===== config.mk =====
export PLATFORM = sky130hd
export DESIGN_NAME = int_fp_mul_pipe
export DESIGN_NICKNAME = d
export VERILOG_FILES = /design/src/rtl/int_fp_mul_pipe.sv
export SDC_FILE = /design/constraint.sdc
export NUM_CORES = 2
export LEC_CHECK = 0
export ABC_AREA = 1
export ABC_CLOCK_PERIOD_IN_PS = 6100
export CORE_MARGIN = 4
export CORE_UTILIZATION = 35
export CTS_CLUSTER_DIAMETER = 60
export DETAILED_ROUTE_END_ITERATION = 12
export GPL_TIMING_DRIVEN = 0
export PLACE_DENSITY = 0.52
export SYNTH_ARGS = -nofsm -noshare
export SYNTH_HDL_FRONTEND = slang
export SYNTH_SLANG_ARGS = --single-unit

===== constraint.sdc =====
create_clock -name clk -period 6.1 [get_ports clk]
set_input_delay 1.525 -clock clk [delete_from_list [all_inputs] [get_ports clk]]
set_output_delay 1.525 -clock clk [all_outputs]
set_load 0.005 [all_outputs]

===== src/rtl/int_fp_mul_pipe.sv =====
// Multi-lane INT / FP16 multiplier, three-stage elastic valid/ready pipeline.
// S1 unpacks operands and adds exponents, S2 multiplies, S3 normalises and
// packs into the registered outputs. A stall freezes every stage in place.
module int_fp_mul_pipe #(
  parameter int LANES = 4,
  parameter int INT_W = 8,
  parameter int TAG_W = 4
) (
  input  logic                 clk,
  input  logic                 rst_n,
  input  logic                 in_valid,
  output logic                 in_ready,
  input  logic                 in_mode,
  input  logic [16*LANES-1:0]  in_a,
  input  logic [16*LANES-1:0]  in_b,
  input  logic [TAG_W-1:0]     in_tag,
  output logic                 out_valid,
  input  logic                 out_ready,
  output logic [16*LANES-1:0]  out_c,
  output logic [LANES-1:0]     out_err,
  output logic                 out_mode,
  output logic [TAG_W-1:0]     out_tag,
  input  logic                 clr_err,
  output logic [15:0]          err_count
);

  localparam logic [1:0] CL_NORM = 2'd0;
  localparam logic [1:0] CL_ZERO = 2'd1;
  localparam logic [1:0] CL_INF  = 2'd2;
  localparam logic [1:0] CL_NAN  = 2'd3;

  // Special-case class of an FP16 operand pair; NaN also covers inf * zero.
  function automatic logic [1:0] fp_class(input logic [15:0] a, input logic [15:0] b);
    logic a_inf, b_inf, a_nan, b_nan, a_zero, b_zero;
    a_inf  = (a[14:10] == 5'd31) && (a[9:0] == 10'd0);
    b_inf  = (b[14:10] == 5'd31) && (b[9:0] == 10'd0);
    a_nan  = (a[14:10] == 5'd31) && (a[9:0] != 10'd0);
    b_nan  = (b[14:10] == 5'd31) && (b[9:0] != 10'd0);
    a_zero = (a[14:10] == 5'd0);
    b_zero = (b[14:10] == 5'd0);
    if (a_nan || b_nan || (a_inf && b_zero) || (b_inf && a_zero)) fp_class = CL_NAN;
    else if (a_inf || b_inf)                                     fp_class = CL_INF;
    else if (a_zero || b_zero)                                   fp_class = CL_ZERO;
    else                                                         fp_class = CL_NORM;
  endfunction

  function automatic logic [15:0] int_ext(input logic [INT_W-1:0] x);
    int_ext = {{(16-INT_W){x[INT_W-1]}}, x};
  endfunction

  // Returns {err, result}; p_hi is product bits [21:10].
  function automatic logic [16:0] fp_pack(input logic sgn, input logic [1:0] cls,
                                          input logic [6:0] e_in, input logic [11:0] p_hi);
    logic [6:0] e;
    logic [9:0] m;
    e = e_in;
    m = p_hi[9:0];
    if (p_hi[11]) begin
      e = e_in + 7'd1;
      m = p_hi[10:1];
    end
    case (cls)
      CL_NAN:  fp_pack = {1'b1, 16'h7E00};
      CL_INF:  fp_pack = {1'b0, sgn, 15'h7C00};
      CL_ZERO: fp_pack = {1'b0, sgn, 15'h0000};
      default: begin
        if ($signed(e) >= 7'sd31)     fp_pack = {1'b1, sgn, 15'h7C00};
        else if ($signed(e) <= 7'sd0) fp_pack = {1'b1, sgn, 15'h0000};
        else                          fp_pack = {1'b0, sgn, e[4:0], m};
      end
    endcase
  endfunction

  logic ready1, ready2, ready3;
  logic v1, v2;
  logic mode1, mode2;
  logic [TAG_W-1:0] tag1, tag2;

  logic [LANES-1:0][15:0] lane_a, lane_b;
  logic [LANES-1:0]       sgn_n, sgn1, sgn2;
  logic [LANES-1:0][1:0]  cls_n, cls1, cls2;
  logic [LANES-1:0][6:0]  exp_n, exp1, exp2;
  logic [LANES-1:0][15:0] opa_n, opb_n, opa1, opb1;
  logic [LANES-1:0][21:0] prod_n, prod2;
  logic [LANES-1:0][15:0] c_n;
  logic [LANES-1:0]       err_n;
  logic [16:0]            cnt_sum;

  assign lane_a   = in_a;
  assign lane_b   = in_b;
  assign ready3   = ~out_valid | out_ready;
  assign ready2   = ~v2 | ready3;
  assign ready1   = ~v1 | ready2;
  assign in_ready = ready1;

  // S1 next state: classify, add exponents, select multiplier operands per mode.
  always_comb begin
    sgn_n = '0;
    cls_n = '0;
    exp_n = '0;
    opa_n = '0;
    opb_n = '0;
    for (int i = 0; i < LANES; i++) begin
      sgn_n[i] = lane_a[i][15] ^ lane_b[i][15];
      cls_n[i] = fp_class(lane_a[i], lane_b[i]);
      exp_n[i] = {2'b00, lane_a[i][14:10]} + {2'b00, lane_b[i][14:10]} - 7'd15;
      if (in_mode) begin
        opa_n[i] = {5'b0, 1'b1, lane_a[i][9:0]};
        opb_n[i] = {5'b0, 1'b1, lane_b[i][9:0]};
      end else begin
        opa_n[i] = int_ext(lane_a[i][INT_W-1:0]);
        opb_n[i] = int_ext(lane_b[i][INT_W-1:0]);
      end
    end
  end

  // S2 next state: one unsigned multiplier per lane serves both modes; the low
  // 16 bits of an unsigned product of sign-extended patterns equal the signed product.
  always_comb begin
    prod_n = '0;
    for (int i = 0; i < LANES; i++)
      prod_n[i] = {6'b0, opa1[i]} * {6'b0, opb1[i]};
  end

  // S3 next state: normalise and pack FP results, pass INT products through.
  always_comb begin
    c_n   = '0;
    err_n = '0;
    for (int i = 0; i < LANES; i++) begin
      if (mode2) {err_n[i], c_n[i]} = fp_pack(sgn2[i], cls2[i], exp2[i], prod2[i][21:10]);
      else       c_n[i] = prod2[i][15:0];
    end
  end

  // Stage 1 register.
  always_ff @(posedge clk or negedge rst_n) begin
    if (!rst_n) begin
      v1 <= 1'b0; mode1 <= 1'b0; tag1 <= '0;
      sgn1 <= '0; cls1 <= '0; exp1 <= '0; opa1 <= '0; opb1 <= '0;
    end else if (ready1) begin
      v1 <= in_valid; mode1 <= in_mode; tag1 <= in_tag;
      sgn1 <= sgn_n; cls1 <= cls_n; exp1 <= exp_n; opa1 <= opa_n; opb1 <= opb_n;
    end
  end

  // Stage 2 register.
  always_ff @(posedge clk or negedge rst_n) begin
    if (!rst_n) begin
      v2 <= 1'b0; mode2 <= 1'b0; tag2 <= '0;
      sgn2 <= '0; cls2 <= '0; exp2 <= '0; prod2 <= '0;
    end else if (ready2) begin
      v2 <= v1; mode2 <= mode1; tag2 <= tag1;
      sgn2 <= sgn1; cls2 <= cls1; exp2 <= exp1; prod2 <= prod_n;
    end
  end

  // Stage 3 register drives the outputs directly.
  always_ff @(posedge clk or negedge rst_n) begin
    if (!rst_n) begin
      out_valid <= 1'b0; out_c <= '0; out_err <= '0; out_mode <= 1'b0; out_tag <= '0;
    end else if (ready3) begin
      out_valid <= v2; out_c <= c_n; out_err <= err_n; out_mode <= mode2; out_tag <= tag2;
    end
  end

  assign cnt_sum = {1'b0, err_count} + 17'($countones(out_err));

  // Sticky error counter; a clear wins over a same-cycle increment.
  always_ff @(posedge clk or negedge rst_n) begin
    if (!rst_n)                      err_count <= 16'h0000;
    else if (clr_err)                err_count <= 16'h0000;
    else if (out_valid && out_ready) err_count <= cnt_sum[16] ? 16'hFFFF : cnt_sum[15:0];
  end

endmodule


## Word-level counts from Yosys, hierarchy flattened

Index checks and enable logic that the tools add are counted.

- Add/subtract/negate cells: 16
- Multipliers: 4
- $lt $le $gt $ge: 8
- Equal/unequal tests: 20
- Multiplexer cells: 55
- Bitwise operators: 10
- Reductions and logical operators: 70

Operators by type and width:

| cell | number |
|---|---|
| 16-bit 2-to-1 mux | 15 |
| 17-bit one-hot mux with 3 select lines | 4 |
| 17-bit 2-to-1 mux | 8 |
| 16-bit by 16-bit multiplier with 22-bit output | 4 |
| 10-bit logical NOT | 8 |
| 10-bit nonzero test | 8 |
| 7-bit 2-to-1 mux | 8 |
| 5-bit == test (second input constant) | 8 |
| 5-bit logical NOT | 8 |
| 10-bit 2-to-1 mux | 4 |
| 7-bit by 1-bit adder with 7-bit output (second input constant) | 4 |
| 7-bit by 6-bit greater-or-equal comparator with 1-bit output (second input constant) | 4 |
| 7-bit by 1-bit <= comparator with 1-bit output (second input constant) | 4 |
| 6-bit by 4-bit subtractor with 7-bit output (second input constant) | 4 |
| 1-bit logical AND | 25 |
| 5-bit by 5-bit adder with 6-bit output | 4 |
| 1-bit logical OR | 20 |
| 16-bit by 3-bit adder with 17-bit output | 1 |
| 2-bit == test (second input constant) | 8 |
| 2-bit 2-to-1 mux | 8 |
| 2-bit by 1-bit == test with 1-bit output (second input constant) | 4 |
| 1-bit 2-to-1 mux | 8 |
| 1-bit by 1-bit adder with 2-bit output | 2 |
| 1-bit XOR | 4 |
| other kinds (4) | 8 |

- Flip-flop bits (word level): 398
- Input port bits: 138
- Output and inout bits: 91

## Longest topological paths before layout

- Word-level depth: 8
- Gate-level depth with buffers: 29

## Worst setup path before layout

OpenSTA, ideal clock, no wires.

- Path type: register -> register
- From: register opa1[42] (netlist name)
- To: register prod2[62] (netlist name)
- Setup time: 0.118 ns
- Data arrival time: 5.234 ns
- Slack: 0.748 ns
- Cell stages (with the launch flop): 22
- Path buffers: 1
- Clock period less this slack: 5.352 ns
- Path through: dfrtp_1 > clkbuf_1 > nand2_1 > fa_1 > fa_1 > inv_1 > fa_1 > inv_1 > fa_1 > inv_1 > fa_1 > inv_1 > fa_1 > inv_1 > ha_1 > a21oi_1 > o21ai_0 > a31oi_1 > o21ai_0 > or2_2 > nand3_1 > nand2_1

- Cells in the longest elaborated chain, start to end: 1

RTL lines:

| what | line | text |
|---|---|---|
| from (decl) | 83 | `logic [LANES-1:0][15:0] opa_n, opb_n, opa1, opb1;` |
| from (signal assigned) | 142 | `sgn1 <= sgn_n; cls1 <= cls_n; exp1 <= exp_n; opa1 <= opa_n; opb1 <= opb_n;` |
| 16-bit by 16-bit multiplier with 22-bit output | 122 | `prod_n[i] = {6'b0, opa1[i]} * {6'b0, opb1[i]};` |
| to (signal assigned) | 153 | `sgn2 <= sgn1; cls2 <= cls1; exp2 <= exp1; prod2 <= prod_n;` |
| to (decl) | 84 | `logic [LANES-1:0][21:0] prod_n, prod2;` |

Every way passes these cells.
A chain may end at the register's enable or synchronous reset.

## Worst setup path after layout

- From: input port out_ready
- To: output port in_ready

- Cells in the longest elaborated chain, start to end: 3

RTL lines:

| what | line | text |
|---|---|---|
| from (decl) | 18 | `input logic out_ready,` |
| 1-bit bitwise OR | 91 | `assign ready3 = ~out_valid \| out_ready;` |
| 1-bit bitwise OR | 92 | `assign ready2 = ~v2 \| ready3;` |
| 1-bit bitwise OR | 93 | `assign ready1 = ~v1 \| ready2;` |
| to (decl) | 12 | `output logic in_ready,` |

Every way passes these cells.

==> load_flow_metrics.sql <==
INSERT INTO impl_metrics (metric_group, metric, value, unit) VALUES
('synth', 'synth_fp_nets', '6744', ''),
('hold_path', 'worstHoldPathType', 'flop to flop', ''),
('worst_setup_path', 'worst-path-stages', '10', ''),
('worst_setup_path', 'cp_data_required_time', '4.58', 'ns'),
('synth', 'postSynthRegisterBits', '366', ''),
('sta', 'fin_ws', '0.200', 'ns'),
('sta', 'final.setup_skew', '0.0219', 'ns'),
('global_route', 'global_route.usage.total', '22.6', '%'),
('synth', 'seq_area_frac_synth', '21.1', '%'),
('worst_setup_path', 'worst_r2r_path_depth', '21', ''),
('global_route', 'grt_pass1_vias', '37000', ''),
('floorplan', 'fp.coreArea', '123000', 'um^2'),
('floorplan', 'initial_standard_cell_utilization_of_the_core', '35.4', '%'),
('synth', 'netlist_instances', '5724', ''),
('routing', 'met2_wirelength', '59.0', 'mm'),
('clock_tree', 'cts_tree', 'yes', ''),
('global_route', 'antenna_found_initial', '9', ''),
('floorplan', 'die-area', '130000', 'um^2'),
('sta', 'number_of_hold_slack_violations_in_the_final_timing_report', '0', ''),
('routing', 'routedLengthMet1', '68.0', 'mm'),
('routing', 'dr.pass1.iters', '5', ''),
('clock_tree', 'post_cts_buffers', '0', ''),
('worst_setup_path', 'regToRegEndpoint', 'prod2[65]', ''),
('worst_setup_path', 'path_max_fanout', '10', ''),
('hold_path', 'hold_path_startpoint', 'tag2[1]', ''),
('routing', 'drtAntennaViolNets', '0', ''),
('hold_path', 'worst_hold_end', 'out_tag[1]', ''),
('sta', 'min_period_over_period', '96.7', '%'),
('clock_tree', 'clock_insertion_delay_worst_skew', '0.64', 'ns'),
('worst_setup_path', 'worstPathCellList', 'clkdlybuf4s50_1, nor2_4, inv_2, nor2_8, inv_2, nor2_4, inv_2, buf_2, clkbuf_1, clkdlybuf4s50_1', ''),
('place', 'port_buffers', '228', ''),
('final_layout', 'post_route_cells_drive_above_1_share', '4.41', '%'),
('routing', 'drt-vias-per-instance', '4.79', ''),
('synth', 'synth-async-reset-ratio', '100', '%'),
('synth', 'synth_enable_flop_cells', '0', ''),
('hold_path', 'worstHoldPathCells', '2', ''),
('clock_tree', 'clock_tree.root_cell', 'sky130_fd_sc_hd__clkbuf_16', ''),
('routing', 'top_layer_used', 'met4', ''),
('worst_setup_path', 'critical_path_buf_inv_count', '7', ''),
('worst_setup_path', 'critical_path.startpoint_type', 'primary input', ''),
('routing', 'vias', '36600', ''),
('clock_tree', 'cts_sinks', '366', ''),
('place', 'dp_hpwl', '120', 'mm'),
('clock_tree', 'clock_tree.htree_level_count', '2', ''),
('routing', 'wl_met3', '14.6', 'mm'),
('sta', 'worst-slew-pin-transition', '1.41', 'ns'),
('synth', 'synth_cell_types', '42', ''),
('clock_tree', 'cts_hold_buffers', '0', ''),
('worst_setup_path', 'worst_setup_path_end_kind', 'primary output', ''),
('worst_setup_path', 'criticalPathCategory', 'primary input to primary output', ''),
('routing', 'detail_route.wirelength', '146', 'mm'),
('outcome', 'status', 'completed', ''),
('floorplan', 'placementRows', '128', ''),
('worst_setup_path', 'critical_path.most_common_cell', 'sky130_fd_sc_hd__inv_2', ''),
('sta', 'timing.fmax', '0.169', 'GHz'),
('global_route', 'maximum_number_of_pins_on_one_net_before_global_route_repair', '110', ''),
('worst_setup_path', 'cp.arrival', '4.37', 'ns'),
('place', 'preCtsSetupSlack', '-0.306', 'ns'),
('synth', 'synthFlopType', 'sky130_fd_sc_hd__dfrtp_1', ''),
('global_route', 'grt_first_pass_wirelength', '226', 'mm'),
('floorplan', 'ios', '229', ''),
('clock_tree', 'clkTransAtPathRegs', '0.06', 'ns'),
('synth', 'postSynthAreaPerCell', '7.58', 'um^2'),
('worst_setup_path', 'critical_path.reg2reg.startpoint', 'opb1[38]', ''),
('flow_run', 'cap_viol_max_count', '0', ''),
('clock_tree', 'cts-buffers-inserted', '49', ''),
('worst_setup_path', 'slowest_stage_delay_cp', '0.78', 'ns'),
('worst_setup_path', 'slowest_stage', 'sky130_fd_sc_hd__clkbuf_1', ''),
('final_layout', 'nNetsFinal', '7012', ''),
('worst_setup_path', 'timing.reg2reg.setup_slack', '0.28', 'ns'),
('routing', 'detailed_route_wire_length_per_cell', '19.1', 'um');
==> cell usage after synthesis (27+ instances only) <==
library cell	instances	area share, %
sky130_fd_sc_hd__nand2_1	1677	15
sky130_fd_sc_hd__inv_1	1420	12
sky130_fd_sc_hd__fa_1	583	27
sky130_fd_sc_hd__dfrtp_1	366	21
sky130_fd_sc_hd__ha_1	299	8.6
sky130_fd_sc_hd__o21ai_0	255	2.9
sky130_fd_sc_hd__nor2_1	208	1.8
sky130_fd_sc_hd__nand3_1	195	2.2
sky130_fd_sc_hd__a21oi_1	172	2.0
sky130_fd_sc_hd__clkbuf_1	139	1.2
sky130_fd_sc_hd__xor2_1	52	1.0
sky130_fd_sc_hd__nand4_1	37	0.53
sky130_fd_sc_hd__xnor2_1	36	0.73
sky130_fd_sc_hd__or2_2	34	0.49
sky130_fd_sc_hd__buf_2	32	0.37
sky130_fd_sc_hd__a31oi_1	27	0.39
==> timing repair <==
action,CTS,global route
pin swaps,0,1
endpoints found under the setup margin,5,21
gates resized for setup,17,121
==> how the worst max path moves through the flow <==
stage	startpoint	to	slack (ns)
floorplan	opa1[42]	prod2[62]	0.75
global placement	rst_n	opb1[46]	-13.79
detailed placement	opb1[5]	prod2[20]	-0.31
CTS	opb1[8]	prod2[20]	0.005
global route	opa1[14]	prod2[20]	-0.007
finish	out_ready	in_ready	0.20
==> per-layer routing <==
| layer | up-vias | global-route usage [%] |
|---|---|---|
| li1 | 17500 | - |
| met1 | 17700 | 33.1 |
| met2 | 1247 | 32.3 |
| met3 | 181 | 6.76 |
| met4 | 0 | 6.37 |
| met5 | - | 0 |
==> metrics by stage <==
stage	hold slack (ns)	cells	setup TNS (ns)	cell area, um^2	util (%)
5_1_grt	0.501	7653	-0.00729	49600	40.5
4_1_cts	0.473	7657	0	49400	40.3
6_report	0.472	7655	0	49600	40.5
3_5_place_dp	0.464	7580	-0.702	47800	39.0
2_1_floorplan	0.442	5724	0	43400	-
3_3_place_gp	0.450	7577	-5010.47	47700	38.9
==> worst register-to-register path: stages (launching register included) <==
cell	delay [ns]
sky130_fd_sc_hd__dfrtp_1	0.46
sky130_fd_sc_hd__clkbuf_1	0.44
sky130_fd_sc_hd__nand2_1	0.15
sky130_fd_sc_hd__fa_1	0.54
sky130_fd_sc_hd__fa_1	0.51
sky130_fd_sc_hd__inv_1	0.07
sky130_fd_sc_hd__fa_1	0.48
sky130_fd_sc_hd__fa_1	0.52
sky130_fd_sc_hd__fa_1	0.49
sky130_fd_sc_hd__inv_1	0.05
sky130_fd_sc_hd__fa_1	0.47
sky130_fd_sc_hd__inv_1	0.04
sky130_fd_sc_hd__ha_1	0.39
sky130_fd_sc_hd__nand2_1	0.13
sky130_fd_sc_hd__nor2_1	0.19
sky130_fd_sc_hd__nand2_1	0.09
sky130_fd_sc_hd__inv_1	0.08
sky130_fd_sc_hd__nand3_1	0.08
sky130_fd_sc_hd__nand3_1	0.15
sky130_fd_sc_hd__nand3_1	0.09
sky130_fd_sc_hd__nand3_1	0.19
sky130_fd_sc_hd__nand2_1	0.08
==> layout make-up <==
| cell class | count | area [um^2] |
|---|---|---|
| Multi-Input combinational cell | 3738 | 28200 |
| Fill cell | 12800 | 72900 |
| Buffer | 178 | 828 |
| Clock inverter | 27 | 328 |
| Antenna cell | 2 | 5.00 |
| Clock buffer | 60 | 1320 |
| Tap cell | 1625 | 2030 |
| Timing Repair Buffer | 231 | 2370 |
| Sequential cell | 366 | 9170 |
| Inverter | 1428 | 5360 |
==> layout by cell type (no fill, tap or decap), types with 81 or more instances in the layout <==
cell type	instances
sky130_fd_sc_hd__ha_1	299
sky130_fd_sc_hd__clkdlybuf4s50_1	227
sky130_fd_sc_hd__a21oi_1	168
sky130_fd_sc_hd__fa_1	583
sky130_fd_sc_hd__clkbuf_1	81
sky130_fd_sc_hd__nor2_1	203
sky130_fd_sc_hd__o21ai_0	255
sky130_fd_sc_hd__dfrtp_1	355
sky130_fd_sc_hd__inv_1	1420
sky130_fd_sc_hd__nand3_1	193
sky130_fd_sc_hd__nand2_1	1671
==> state kept, by name (all words and copies together), names as in the netlist, 8 cells and up <==
name	flops
opa1	48
out_c	64
exp1	28
exp2	28
cls2	8
cls1	8
prod2	88
err_count	16
opb1	48
==> cells by family (layout without fill, tap and decap cells) <==
group / after synthesis / after routing / share of synthesized area [%]
AND/OR/NAND/NOR: 2226 / 2226 / 20.7
buffers and inverters: 1620 / 1924 / 14.2
adder cells (fa/ha/maj): 882 / 882 / 35.5
AO/OA/AOI/OAI: 542 / 542 / 6.67
flip-flops: 366 / 366 / 21.1
XOR/XNOR: 88 / 88 / 1.78
other: 0 / 2 / 0
Power is left out: the tool's default activity adds up to more than one toggle a clock period on the data nets, which glitch-free logic cannot reach.
